### src/rtl/dmem_arbiter_pkg.sv
`default_nettype none
// ============================================================================
//  Module      : dmem_arbiter_pkg
//  Description : Shared data-memory types and the arbiter's requester / lock
//                encodings.
//  Revision    : 1.0 - initial release
// ============================================================================
package dmem_arbiter_pkg;

    localparam int ADDR_WIDTH = 8;
    localparam int MEM_SIZE   = 256;
    localparam int DATA_WIDTH = 32;

    typedef logic [DATA_WIDTH-1:0] word_t;

    typedef enum logic {REQ_CORE, REQ_DMA} req_id_t;
    typedef enum logic {UNLOCKED, LOCKED} arb_lock_t;

    typedef struct packed {
        logic                  we;
        logic [ADDR_WIDTH-1:0] addr;
        word_t                 wdata;
    } mem_req_t;

    function automatic req_id_t other_req(input req_id_t id);
        return (id == REQ_CORE) ? REQ_DMA : REQ_CORE;
    endfunction

endpackage
`default_nettype wire

### src/rtl/dmem_req_if.sv
`default_nettype none
// ============================================================================
//  Module      : dmem_req_if
//  Description : One requester's request/response channel to the data-memory
//                arbiter.
//  Revision    : 1.0 - initial release
// ============================================================================
interface dmem_req_if import dmem_arbiter_pkg::*; ();

    logic                  req_valid;
    logic                  req_ready;
    logic                  req_we;
    logic                  req_lock;
    logic [ADDR_WIDTH-1:0] req_addr;
    word_t                 req_wdata;
    logic                  rsp_valid;
    word_t                 rsp_rdata;

    modport master (
        output req_valid, req_we, req_lock, req_addr, req_wdata,
        input  req_ready, rsp_valid, rsp_rdata
    );

    modport slave (
        input  req_valid, req_we, req_lock, req_addr, req_wdata,
        output req_ready, rsp_valid, rsp_rdata
    );

endinterface
`default_nettype wire

### src/rtl/dmem_arb_rr.sv
`default_nettype none
// ============================================================================
//  Module      : dmem_arb_rr
//  Description : Two-way round-robin picker with a bounded lock; holds the
//                last-grant and lock registers.
//  Revision    : 1.0 - initial release
// ============================================================================
module dmem_arb_rr import dmem_arbiter_pkg::*; #(
    parameter int MAX_LOCK = 4
) (
    input  logic    clk,
    input  logic    rst_n,
    input  logic    i_core_valid,
    input  logic    i_core_lock,
    input  logic    i_dma_valid,
    input  logic    i_dma_lock,
    output logic    o_grant,
    output req_id_t o_winner
);

    localparam int                 c_CNT_W   = $clog2(MAX_LOCK + 1);
    localparam logic [c_CNT_W-1:0] c_MAX_CNT = c_CNT_W'(MAX_LOCK);

    req_id_t            r_last_grant;
    req_id_t            r_lock_owner;
    arb_lock_t          r_lock_state;
    logic [c_CNT_W-1:0] r_lock_cnt;

    req_id_t            w_lock_owner_nxt;
    arb_lock_t          w_lock_state_nxt;
    logic [c_CNT_W-1:0] w_lock_cnt_nxt;
    logic               w_win_lock;
    logic               w_other_valid;

    // Reset gates the grant so nothing reaches the memory while rst_n is low
    always_comb begin
        o_grant  = rst_n & (i_core_valid | i_dma_valid);
        o_winner = REQ_CORE;
        if (i_core_valid && !i_dma_valid) begin
            o_winner = REQ_CORE;
        end else if (i_dma_valid && !i_core_valid) begin
            o_winner = REQ_DMA;
        end else if (i_core_valid && i_dma_valid) begin
            if (r_lock_state == LOCKED && r_lock_cnt < c_MAX_CNT) begin
                o_winner = r_lock_owner;
            end else begin
                o_winner = other_req(r_last_grant);
            end
        end
    end

    assign w_win_lock    = (o_winner == REQ_CORE) ? i_core_lock : i_dma_lock;
    assign w_other_valid = (o_winner == REQ_CORE) ? i_dma_valid : i_core_valid;

    always_comb begin
        w_lock_state_nxt = r_lock_state;
        w_lock_owner_nxt = r_lock_owner;
        w_lock_cnt_nxt   = r_lock_cnt;
        if (o_grant) begin
            case (r_lock_state)
                UNLOCKED: begin
                    if (w_win_lock) begin
                        w_lock_state_nxt = LOCKED;
                        w_lock_owner_nxt = o_winner;
                        w_lock_cnt_nxt   = '0;
                    end
                end
                LOCKED: begin
                    // Any grant to the non-owner (forced or owner idle) ends the lock
                    if (o_winner != r_lock_owner || !w_win_lock) begin
                        w_lock_state_nxt = UNLOCKED;
                        w_lock_cnt_nxt   = '0;
                    end else if (w_other_valid && r_lock_cnt != c_MAX_CNT) begin
                        w_lock_cnt_nxt = r_lock_cnt + 1'b1;
                    end
                end
                default: begin
                    w_lock_state_nxt = UNLOCKED;
                    w_lock_cnt_nxt   = '0;
                end
            endcase
        end
    end

    always_ff @(posedge clk or negedge rst_n) begin
        if (!rst_n) begin
            r_last_grant <= REQ_DMA;
            r_lock_owner <= REQ_CORE;
            r_lock_state <= UNLOCKED;
            r_lock_cnt   <= '0;
        end else begin
            if (o_grant) begin
                r_last_grant <= o_winner;
            end
            r_lock_owner <= w_lock_owner_nxt;
            r_lock_state <= w_lock_state_nxt;
            r_lock_cnt   <= w_lock_cnt_nxt;
        end
    end

endmodule
`default_nettype wire

### src/rtl/dmem_arbiter.sv
`default_nettype none
// ============================================================================
//  Module      : dmem_arbiter
//  Description : CORE/DMA arbiter for the single-port data memory; routes the
//                registered read data back to the previous cycle's owner.
//                Define DMEM_ARB_PERF_EN to add saturating grant/conflict
//                performance counters.
//  Revision    : 1.0 - initial release
// ============================================================================
module dmem_arbiter import dmem_arbiter_pkg::*; #(
    parameter int MAX_LOCK = 4
) (
    input  logic                  clk,
    input  logic                  rst_n,
    dmem_req_if.slave             core,
    dmem_req_if.slave             dma,
    output logic                  mem_we,
    output logic [ADDR_WIDTH-1:0] mem_addr,
    output word_t                 mem_wdata,
    input  word_t                 mem_rdata
`ifdef DMEM_ARB_PERF_EN
    ,
    output logic [31:0]           perf_core_grants,
    output logic [31:0]           perf_dma_grants,
    output logic [31:0]           perf_conflicts
`endif
);

    logic     w_grant;
    req_id_t  w_winner;
    mem_req_t w_core_req;
    mem_req_t w_dma_req;
    mem_req_t w_mem_req;
    logic     w_core_rsp;
    logic     w_dma_rsp;

    logic     r_rsp_pend;
    req_id_t  r_rsp_owner;

    dmem_arb_rr #(
        .MAX_LOCK (MAX_LOCK)
    ) u_rr (
        .clk          (clk),
        .rst_n        (rst_n),
        .i_core_valid (core.req_valid),
        .i_core_lock  (core.req_lock),
        .i_dma_valid  (dma.req_valid),
        .i_dma_lock   (dma.req_lock),
        .o_grant      (w_grant),
        .o_winner     (w_winner)
    );

    assign w_core_req = '{we: core.req_we, addr: core.req_addr, wdata: core.req_wdata};
    assign w_dma_req  = '{we: dma.req_we,  addr: dma.req_addr,  wdata: dma.req_wdata};

    always_comb begin
        w_mem_req = '0;
        if (w_grant) begin
            w_mem_req = (w_winner == REQ_CORE) ? w_core_req : w_dma_req;
        end
    end

    assign mem_we    = w_mem_req.we;
    assign mem_addr  = w_mem_req.addr;
    assign mem_wdata = w_mem_req.wdata;

    assign core.req_ready = w_grant & (w_winner == REQ_CORE);
    assign dma.req_ready  = w_grant & (w_winner == REQ_DMA);

    // Memory read data lags the grant by one cycle, so remember who it belongs to
    always_ff @(posedge clk or negedge rst_n) begin
        if (!rst_n) begin
            r_rsp_pend  <= 1'b0;
            r_rsp_owner <= REQ_CORE;
        end else begin
            r_rsp_pend <= w_grant;
            if (w_grant) begin
                r_rsp_owner <= w_winner;
            end
        end
    end

    assign w_core_rsp = r_rsp_pend & (r_rsp_owner == REQ_CORE);
    assign w_dma_rsp  = r_rsp_pend & (r_rsp_owner == REQ_DMA);

    assign core.rsp_valid = w_core_rsp;
    assign core.rsp_rdata = w_core_rsp ? mem_rdata : '0;
    assign dma.rsp_valid  = w_dma_rsp;
    assign dma.rsp_rdata  = w_dma_rsp ? mem_rdata : '0;

`ifdef DMEM_ARB_PERF_EN
    logic [31:0] r_perf_core;
    logic [31:0] r_perf_dma;
    logic [31:0] r_perf_conf;

    always_ff @(posedge clk or negedge rst_n) begin
        if (!rst_n) begin
            r_perf_core <= '0;
            r_perf_dma  <= '0;
            r_perf_conf <= '0;
        end else begin
            if (core.req_ready && r_perf_core != '1) r_perf_core <= r_perf_core + 1'b1;
            if (dma.req_ready  && r_perf_dma  != '1) r_perf_dma  <= r_perf_dma  + 1'b1;
            if (core.req_valid && dma.req_valid && r_perf_conf != '1) begin
                r_perf_conf <= r_perf_conf + 1'b1;
            end
        end
    end

    assign perf_core_grants = r_perf_core;
    assign perf_dma_grants  = r_perf_dma;
    assign perf_conflicts   = r_perf_conf;
`endif

endmodule
`default_nettype wire

### src/flat_wrapper.sv
// flat-port wrapper written by rule: the top's interface ports become plain ports
module dmem_arbiter_flat import dmem_arbiter_pkg::*;
#(
    parameter int MAX_LOCK = 4
)
  (clk, rst_n, mem_we, mem_addr, mem_wdata, mem_rdata, core_req_valid, core_req_we, core_req_lock, core_req_addr, core_req_wdata, core_req_ready, core_rsp_valid, core_rsp_rdata, dma_req_valid, dma_req_we, dma_req_lock, dma_req_addr, dma_req_wdata, dma_req_ready, dma_rsp_valid, dma_rsp_rdata);
  dmem_req_if core_i ();
  dmem_req_if dma_i ();
  input  logic clk;
  input  logic rst_n;
  output logic mem_we;
  output logic [ADDR_WIDTH-1:0] mem_addr;
  output word_t mem_wdata;
  input  word_t mem_rdata;
  input wire logic [$bits(core_i.req_valid)-1:0] core_req_valid;
  input wire logic [$bits(core_i.req_we)-1:0] core_req_we;
  input wire logic [$bits(core_i.req_lock)-1:0] core_req_lock;
  input wire logic [$bits(core_i.req_addr)-1:0] core_req_addr;
  input wire logic [$bits(core_i.req_wdata)-1:0] core_req_wdata;
  output wire logic [$bits(core_i.req_ready)-1:0] core_req_ready;
  output wire logic [$bits(core_i.rsp_valid)-1:0] core_rsp_valid;
  output wire logic [$bits(core_i.rsp_rdata)-1:0] core_rsp_rdata;
  input wire logic [$bits(dma_i.req_valid)-1:0] dma_req_valid;
  input wire logic [$bits(dma_i.req_we)-1:0] dma_req_we;
  input wire logic [$bits(dma_i.req_lock)-1:0] dma_req_lock;
  input wire logic [$bits(dma_i.req_addr)-1:0] dma_req_addr;
  input wire logic [$bits(dma_i.req_wdata)-1:0] dma_req_wdata;
  output wire logic [$bits(dma_i.req_ready)-1:0] dma_req_ready;
  output wire logic [$bits(dma_i.rsp_valid)-1:0] dma_rsp_valid;
  output wire logic [$bits(dma_i.rsp_rdata)-1:0] dma_rsp_rdata;
  assign core_i.req_valid = core_req_valid;
  assign core_i.req_we = core_req_we;
  assign core_i.req_lock = core_req_lock;
  assign core_i.req_addr = core_req_addr;
  assign core_i.req_wdata = core_req_wdata;
  assign core_req_ready = core_i.req_ready;
  assign core_rsp_valid = core_i.rsp_valid;
  assign core_rsp_rdata = core_i.rsp_rdata;
  assign dma_i.req_valid = dma_req_valid;
  assign dma_i.req_we = dma_req_we;
  assign dma_i.req_lock = dma_req_lock;
  assign dma_i.req_addr = dma_req_addr;
  assign dma_i.req_wdata = dma_req_wdata;
  assign dma_req_ready = dma_i.req_ready;
  assign dma_rsp_valid = dma_i.rsp_valid;
  assign dma_rsp_rdata = dma_i.rsp_rdata;
  dmem_arbiter #(.MAX_LOCK(MAX_LOCK)) u_core (.clk(clk), .rst_n(rst_n), .core(core_i), .dma(dma_i), .mem_we(mem_we), .mem_addr(mem_addr), .mem_wdata(mem_wdata), .mem_rdata(mem_rdata));
endmodule
### config.mk
export PLATFORM = sky130hd
export DESIGN_NAME = dmem_arbiter_flat
export DESIGN_NICKNAME = d
export VERILOG_FILES = /design/src/rtl/dmem_arbiter_pkg.sv /design/src/rtl/dmem_req_if.sv /design/src/rtl/dmem_arb_rr.sv /design/src/rtl/dmem_arbiter.sv /design/src/flat_wrapper.sv
export SDC_FILE = /design/constraint.sdc
export NUM_CORES = 1
export LEC_CHECK = 0
export ABC_AREA = 1
export CAP_MARGIN = 15
export CORE_AREA = 2 2 89 91
export DETAILED_ROUTE_END_ITERATION = 12
export DIE_AREA = 0 0 91 93
export PLACE_DENSITY = 0.7
export SLEW_MARGIN = 20
export SYNTH_ARGS = -nofsm -noshare
export SYNTH_HDL_FRONTEND = slang
export SYNTH_SLANG_ARGS = --single-unit
### constraint.sdc
create_clock -name clk -period 2.5 [get_ports clk]
set_clock_uncertainty 0.15 [all_clocks]
set_input_delay 0.5 -clock clk [delete_from_list [all_inputs] [get_ports clk]]
set_output_delay 0.5 -clock clk [all_outputs]
set_load 0.01 [all_outputs]
==> flow_summary.ini, run 1 <==
[outcome]
status = complete, no violations

[placement]
io_buffer_count = 228
gp_congestion = 0.7970
dpl_cell_area_sq_um = 3845
place_ws_ns = -0.4708
hpwl_um = 6359
place_inst = 564

[finish]
stdcell_count = 570
multi_input_area_sq_um = 889.6
area_growth_syn_to_layout_pct = 177.5
drive_gt1_share_pct = 11.54
fin_nets = 591
seqCellArea_sq_um = 201.4
most-common-layout-cells = 182 x clkdlybuf4s50_1, 69 x nor2_1, 48 x inv_1
diodes = 0
final_common_cell = clkdlybuf4s50_1
nFillCells = 766
utilization_pct = 51.16
final_area_sq_um = 3851

[timing]
timing.final.crit_share_pct = 97.51
tightest_slew_ns = 0.3379
layout_setup_ws_ns = 0.06225
hold_viol_final = 0
timing.final.max_slew_violations = 0
max_freq_mhz = 410.2
setup_violations = 0
fin_crit_ns = 2.438
final.setup.tns_ns = 0
relSlewSlack_pct = 77.47
finalHoldWorstSlack_ns = 0.2275

[route]
drtPass1Iterations = 4
vias_per_cell = 4.161
drt-initial-drc-count = 39
wl_um = 7405
wl_per_cell_um = 12.99
dr_total_vias = 2372
ant_nets = 0
drc = 0

[global_routing]
antenna_found_initial = 0
grt_max_degree = 34
grt_pass1_vias = 2148
grt_overflow = 0
grt_pass1_wl_um = 10770
track_usage_pct = 15.44

[die]
fp.coreArea_sq_um = 7527
die_area_sq_um = 8463
die_y_um = 93
die-width_um = 91
ios = 229
initial_core_util_pct = 18.43
rows = 32

[logic_synthesis]
avgSynthCellArea_sq_um = 6.033
yosysWarningCount = 0
seq_area_frac_synth_pct = 14.52
synth_top_family_by_area = simple AND/OR/NAND/NOR gates
synth.distinct_cells = 20
synth_nets = 352
mappedNetlistArea_sq_um = 1388
syn-instance-count = 230
synthSimpleGateAreaFrac_pct = 32.64
synthMuxAreaShare_pct = 0
synth_seq_cells = 8
synth-compound-area-share_pct = 28.49
synth_xor_area_share_pct = 0.6312
synthAdderAreaFrac_pct = 1.803

[clock_tree]
cts_made_buffers = 3
clk_pin_slew_ns = 0.04
insertion_delay_ns = 0.23
cts-root-buf = clkbuf_8
cts_tree = yes
holdBufCountCts = 0
htreeDepth = 1
clockBufferDepth = 2
cts.sinks = 8

[setup_path]
timing.rr.start = u_core.u_rr.r_last_grant$_DFFE_PN1P_
crit_arrival_ns = 1.79
critPathMaxFanout = 8
critPathLaunchType = input pin
r2r-end = u_core.u_rr.r_lock_cnt[1]$_DFFE_PN0P_
critPathKind = in -> out
r2r_slack_ns = 0.85
critPathRequiredTime_ns = 1.85
endpoint_kind = output pin
reg2regPathDepth = 12

[power_and_ir_drop]
power.total_mw = 1.348
leakagePower_nw = 1.847
p_per_area_nw_per_um2 = 350.0
ir_worst_vdd_mv = 0.2105

[hold_path]
hold_class = in -> async

[flow_run]
cap_violations = 0
-- layout make-up --
cell class,count,area share (%)
inverters,51,5.101
flip-flops and latches,8,5.231
well taps,102,3.314
multi-input cells,157,23.10
clock buffers,4,1.170
repair buffers,248,62.09
-- per-layer routing --
metal  track usage, %  share of wire (%)  vias up
met1            17.85                 38     1050
met4            3.283               0.95        0
met3            3.787                8.6        6
met5                0                  0        -
met2            28.77                 53      112
li1                 -                  -     1204
-- repair_timing --
action                     in CTS  in global routing
buffers inserted                0                  1
cloned                          0                  1
resized for setup              51                 58
setup endpoints to repair      43                 41
pin swaps                       1                  0
-- worst max path at each step --
stage	from	end	slack (ns)	cells after the start
6_report	dma_req_valid	mem_wdata[15]	0.06	8
5_1_grt	u_core.u_rr.r_last_grant$_DFFE_PN1P_	mem_wdata[31]	-0.0002	9
4_1_cts	u_core.u_rr.r_last_grant$_DFFE_PN1P_	mem_wdata[8]	-0.22	9
3_5_place_dp	core_req_valid	mem_addr[2]	-0.47	8
3_3_place_gp	dma_req_valid	mem_addr[2]	-0.44	8
2_1_floorplan	dma_req_valid	mem_addr[0]	0.56	6
-- critical path, cell delays in order --
cell and delay (ns):
clkdlybuf4s15_1 0.26, o21ai_4 0.20, inv_2 0.06, nand2_2 0.08
clkinv_4 0.09, buf_6 0.14, a22o_1 0.17, dlygate4sd2_1 0.28
-- state kept, by name, summed over array words and instances, names as in the netlist --
| register | flops |
|---|---|
| u_core.u_rr.r_lock_state | 1 |
| u_core.r_rsp_owner | 1 |
| u_core.u_rr.r_last_grant | 1 |
| u_core.r_rsp_pend | 1 |
| u_core.u_rr.r_lock_cnt | 3 |
| u_core.u_rr.r_lock_owner | 1 |
-- logic make-up after synthesis --
logic type	after synthesis
and+or+nand+nor	107
buffers and inverters	65
AOI/OAI and AO/OA	47
DFF	8
adders and majority gates	2
xor gates and xnor gates	1
-- synthesized netlist by cell type --
| library cell | number | area share, % |
|---|---|---|
| nand2_2 | 4 | 1.8 |
| a22o_1 | 41 | 26 |
| inv_1 | 48 | 13 |
| nand2_4 | 2 | 1.6 |
| nand3_2 | 1 | 0.72 |
| ha_1 | 2 | 1.8 |
| nand2_1 | 20 | 5.4 |
| inv_2 | 3 | 0.81 |
| nor2_4 | 1 | 0.81 |
| dfstp_2 | 1 | 1.9 |
| a21boi_0 | 1 | 0.54 |
| a21oi_1 | 1 | 0.36 |
| dfrtp_1 | 7 | 13 |
| clkbuf_1 | 6 | 1.6 |
| buf_6 | 8 | 6.5 |
| nand3_1 | 10 | 3.6 |
| xnor2_1 | 1 | 0.63 |
| o21ai_0 | 3 | 1.1 |
| o21ai_2 | 1 | 0.63 |
| nor2_1 | 69 | 19 |
-- power by group --
part / internal, mW / switching (mW) / total, mW
Sequential: 0.165 / 0.0219 / 0.187
Combinational: 0.558 / 0.438 / 0.996
Clock: 0.111 / 0.0546 / 0.165
(Power assumes the default switching activity.)
==> run 2, diff against run 1 <==
--- a/config.mk
+++ b/config.mk
@@ -7,10 +7,11 @@
 export LEC_CHECK = 0
 export ABC_AREA = 1
 export CAP_MARGIN = 15
-export CORE_AREA = 2 2 89 91
+export CORE_MARGIN = 8
+export CORE_UTILIZATION = 24
+export CTS_BUF_LIST = sky130_fd_sc_hd__clkbuf_4 sky130_fd_sc_hd__clkbuf_8 sky130_fd_sc_hd__clkbuf_16
 export DETAILED_ROUTE_END_ITERATION = 12
-export DIE_AREA = 0 0 91 93
-export PLACE_DENSITY = 0.7
+export PLACE_DENSITY = 0.87
 export SLEW_MARGIN = 20
 export SYNTH_ARGS = -nofsm -noshare
 export SYNTH_HDL_FRONTEND = slang
==> run 2 against run 1 <==
Compared with the run above:
- critical path depth unchanged
- worst hold slack got worse by 0.13 ns
- cell count shrank 4.0%
- core utilization grew 19 points
- sequential power grew 3%
- clock power increased by 5%
- die area hardly changed
- register-to-register slack worse by 0.13 ns
- first-iteration DRC count increased to 2.6 times the previous value
- non-clock buffer count grew 7
- combinational power up 6%
- setup slack improved by 0.0031 ns
==> flow_summary.ini, run 2 (synthesis results as in run 1) <==
[outcome]
status = complete, no violations

[clock_tree]
cts-root-buf = clkbuf_8
holdBufCountCts = 0
htreeDepth = 1
cts_made_buffers = 3
clk_pin_slew_ns = 0.04
cts_tree = yes
insertion_delay_ns = 0.23
cts.sinks = 8
clockBufferDepth = 2

[finish]
fin_nets = 598
diodes = 0
utilization_pct = 70.35
stdcell_count = 547
area_growth_syn_to_layout_pct = 180.9
largest_reg_flops = 3
most-common-layout-cells = 182 x clkdlybuf4s50_1, 69 x nor2_1, 48 x inv_1
drive_gt1_share_pct = 15.37
top_register = u_core.u_rr.r_lock_cnt
final_common_cell = clkdlybuf4s50_1

[die]
die-width_um = 92.04
die_y_um = 92.04
ios = 229
initial_core_util_pct = 25.05
rows = 27
die_area_sq_um = 8470
fp.coreArea_sq_um = 5540

[setup_path]
endpoint_kind = output pin
r2r-end = u_core.u_rr.r_lock_cnt[2]$_DFFE_PN0P_
critPathMaxFanout = 15
timing.rr.start = u_core.u_rr.r_last_grant$_DFFE_PN1P_
critPathRequiredTime_ns = 1.85
critPathKind = reg -> out
critPathLaunchType = flip-flop
reg2regPathDepth = 13
r2r_slack_ns = 0.72
crit_arrival_ns = 1.78

[timing]
fin_crit_ns = 2.435
timing.final.max_slew_violations = 0
setup_violations = 0
finalHoldWorstSlack_ns = 0.09489
max_freq_mhz = 410.7
timing.final.crit_share_pct = 97.39
tightest_slew_ns = 0.3308
rsz0062_at_grt = no
hold_viol_final = 0
layout_setup_ws_ns = 0.06536
relSlewSlack_pct = 77.95

[route]
vias_per_cell = 4.492
drt-initial-drc-count = 103
drtPass1Iterations = 4
dr_total_vias = 2457
ant_nets = 0
drc = 0
wl_per_cell_um = 18.13
wl_um = 9917

[global_routing]
use_met2_pct = 43.92
busiest_layer = met2
grt_max_degree = 34
antenna_found_initial = 0
track_usage_pct = 22.06
grt_pass1_vias = 2578
grt_pass1_wl_um = 14970
grt_overflow = 0
gr-usage-met1_pct = 22.49
grt.met3_usage_pct = 3.993

[placement]
io_buffer_count = 228
gp_congestion = 0.8601
place_inst = 532
hpwl_um = 8336
place_ws_ns = -0.4851

[power_and_ir_drop]
p_per_area_nw_per_um2 = 366.1
leakagePower_nw = 1.938
ir_worst_vdd_mv = 0.3255
power.total_mw = 1.427

[hold_path]
hold_class = in -> async

[flow_run]
cap_violations = 0
run 2: changes by cell type in the layout (fill, tap and decap cells not counted), sizes merged:
cell           before  now
bufbuf              0    1
clkdlybuf4s15      21    4
dlymetal6s2s        1    0
clkbuf             23    8
buf                19   48
dlygate4sd2         6   16
run 2: how the worst max path moves through the flow:
stage,from,endpoint,slack (ns),cells after the start
4_1_cts,u_core.u_rr.r_last_grant$_DFFE_PN1P_,mem_wdata[19],-0.04,9
3_5_place_dp,core_req_valid,mem_wdata[29],-0.49,8
5_1_grt,u_core.u_rr.r_last_grant$_DFFE_PN1P_,mem_wdata[18],0.01,9
6_report,u_core.u_rr.r_last_grant$_DFFE_PN1P_,mem_wdata[29],0.07,8
3_3_place_gp,core_req_valid,mem_wdata[18],-0.44,8
2_1_floorplan,dma_req_valid,mem_addr[0],0.56,6
run 2: metrics by stage:
step | TNS [ns] | cell area (sq um)
after floorplan | 0 | 1388
after global routing | 0 | 3897
after detailed placement | -18.59 | 3805
after global placement | -16.99 | 3805
final | 0 | 3897
after CTS | -0.03856 | 3890
run 2: layout make-up:
class	count	area, sq um
timing repair buffer	255	2464
fill	458	1643
multi-input combinational	157	897.1
sequential	8	201.4
inverter	51	196.4
tap	72	90.09
clock buffer	4	48.80
run 2: worst max-delay path, stage by stage (launching register included):
cell and delay [ns]:
dfstp_2 0.53, inv_1 0.05, nand2_2 0.07, nand3_2 0.09, nand2_4 0.11, nor2_4 0.05, bufbuf_16 0.28, a22o_1 0.22
buf_2 0.15
run 2: metal layers:
metal | vias up | part of all wire [%]
met5 | - | 0
met4 | 0 | 2.3
met3 | 16 | 6.6
met2 | 122 | 55
met1 | 1097 | 37
li1 | 1222 | -
run 2: power breakdown:
group	total (mW)	switching [mW]	internal [mW]
Sequential	0.192	0.0269	0.165
Clock	0.173	0.0512	0.121
Combinational	1.06	0.473	0.589
Total	1.43	0.551	0.875
run 2: repair_timing:
| action | 4_1_cts | 5_1_grt |
|---|---|---|
| pin swaps | 2 | 3 |
| cloned | 2 | 1 |
| setup endpoints to repair | 43 | 42 |
| setup buffers | 4 | 4 |
| resized for setup | 113 | 23 |
==> run 3, diff against run 2 <==
--- a/config.mk
+++ b/config.mk
@@ -12,6 +12,7 @@
 export CTS_BUF_LIST = sky130_fd_sc_hd__clkbuf_4 sky130_fd_sc_hd__clkbuf_8 sky130_fd_sc_hd__clkbuf_16
 export DETAILED_ROUTE_END_ITERATION = 12
 export PLACE_DENSITY = 0.87
+export SETUP_SLACK_MARGIN = 0.5
 export SLEW_MARGIN = 20
 export SYNTH_ARGS = -nofsm -noshare
 export SYNTH_HDL_FRONTEND = slang
==> run 3 against run 2 <==
Compared with the run above:
- non-clock buffer count grew 17
- total power grew 8.0%
- routed wire length increased by 12%
- global-route usage is 1.6 points higher
- sequential share of layout area decreased by 0.064 points
- sequential power rose by 3%
- highest routed layer unchanged
- combinational power grew 10%
- critical path depth is the same
- final area is 1.3% higher
==> flow_summary.ini, run 3 (synthesis results as in run 1) <==
[route]
dr_total_vias = 2610
vias_per_cell = 4.628
drc = 0
wl_um = 11140
drt-initial-drc-count = 92
wl_per_cell_um = 19.74
ant_nets = 0
drtPass1Iterations = 4

[finish]
largest_reg_flops = 3
final_common_cell = clkdlybuf4s50_1
most-common-layout-cells = 116 x clkdlybuf4s50_1, 69 x nor2_1, 56 x buf_2
diodes = 0
stdcell_count = 564
drive_gt1_share_pct = 35.98
top_register = u_core.u_rr.r_lock_cnt
area_growth_syn_to_layout_pct = 184.4
multi_input_area_sq_um = 919.6
fin_nets = 615
seqCellArea_sq_um = 201.4
nFillCells = 457

[timing]
setup_violations = 0
relSlewSlack_pct = 83.52
layout_setup_ws_ns = 0.03567
finalHoldWorstSlack_ns = 0.09753
timing.final.crit_share_pct = 98.57
tightest_slew_ns = 0.2462
max_freq_mhz = 405.8
timing.final.max_slew_violations = 0
rsz0062_at_grt = yes
hold_viol_final = 0
fin_crit_ns = 2.464

[setup_path]
critPathLaunchType = flip-flop
endpoint_kind = output pin
critPathKind = reg -> out
timing.rr.start = u_core.u_rr.r_last_grant$_DFFE_PN1P_
r2r_slack_ns = 0.60
r2r-end = u_core.u_rr.r_lock_cnt[2]$_DFFE_PN0P_
reg2regPathDepth = 14
crit_arrival_ns = 1.81
critPathMaxFanout = 7
critPathRequiredTime_ns = 1.85

[clock_tree]
insertion_delay_ns = 0.23
cts_tree = yes
cts-root-buf = clkbuf_8
cts_made_buffers = 3
cts.sinks = 8
htreeDepth = 1
clockBufferDepth = 2
holdBufCountCts = 0
clk_pin_slew_ns = 0.04

[placement]
gp_congestion = 0.8601
hpwl_um = 8336
place_ws_ns = -0.4851
io_buffer_count = 228
place_inst = 532

[die]
die_y_um = 92.04
initial_core_util_pct = 25.05
rows = 27
die_area_sq_um = 8470
ios = 229
die-width_um = 92.04
fp.coreArea_sq_um = 5540

[global_routing]
antenna_found_initial = 0
track_usage_pct = 23.62
grt_overflow = 0
grt_pass1_wl_um = 15940
grt_pass1_vias = 2739
grt_max_degree = 34

[power_and_ir_drop]
p_per_area_nw_per_um2 = 390.6
ir_worst_vdd_mv = 0.3257
leakagePower_nw = 2.167

[hold_path]
hold_class = in -> async

[flow_run]
cap_violations = 0

[outcome]
status = complete, no violations
==> run 3: area by class of cell <==
cell class              count  share of cell area [%]
flip-flops and latches      8                   5.105
clock buffers               4                   1.237
well taps                  72                   2.283
multi-input cells         157                   23.30
repair buffers            272                   63.03
inverters                  51                   5.041
==> run 3: worst max-delay path by stage <==
| stage | to | slack, ns | from | cells after the start |
|---|---|---|---|---|
| detailed placement | mem_wdata[29] | -0.49 | core_req_valid | 8 |
| CTS | mem_wdata[19] | 0.09 | u_core.u_rr.r_last_grant$_DFFE_PN1P_ | 9 |
| finish | mem_wdata[1] | 0.04 | u_core.u_rr.r_last_grant$_DFFE_PN1P_ | 8 |
| global placement | mem_wdata[18] | -0.44 | core_req_valid | 8 |
| floorplan | mem_addr[0] | 0.56 | dma_req_valid | 6 |
| global route | mem_wdata[1] | -0.01 | u_core.u_rr.r_last_grant$_DFFE_PN1P_ | 8 |
==> run 3: timing repair <==
item,4_1_cts,5_1_grt
gates cloned,5,4
hold endpoints to repair,0,0
setup endpoints to repair,109,98
buffers inserted,12,7
resized for setup,368,78
pin swaps,6,6
==> run 3: through the flow <==
step,setup TNS (ns),utilization [%],instance area (sq um),power (mW)
CTS,0,72.90,4039,1.467
finish,0,71.23,3946,1.542
global placement,-16.99,68.68,3805,1.218
floorplan,0,-,1388,0.6300
global route,-0.02187,71.23,3946,1.636
detailed placement,-18.59,68.68,3805,1.242
==> run 3: power by group <==
part	internal, mW	total, mW	switching [mW]	leakage [nW]
clock network	0.121	0.173	0.0512	0.0262
registers	0.165	0.197	0.0324	0.102
logic	0.648	1.17	0.524	2.04
total	0.934	1.54	0.607	2.17
==> run 3: layer usage <==
layer  share of wire [%]  GRT usage [%]  up-vias  wire length, um
li1                    -              -     1256                -
met1                  36          23.39     1196             4058
met2                  54          46.72      136             6063
met3                 6.3          5.053       22              698
met4                 2.8          8.188        0              314
met5                   0              0        -                0
==> run 3: critical path, cell delays in order, from the launching register on <==
cell,delay (ns)
dfstp_2,0.54
inv_2,0.04
nand2_2,0.07
nand3_2,0.10
nand2_4,0.12
nor2_4,0.07
bufbuf_16,0.28
a22o_1,0.21
buf_4,0.15
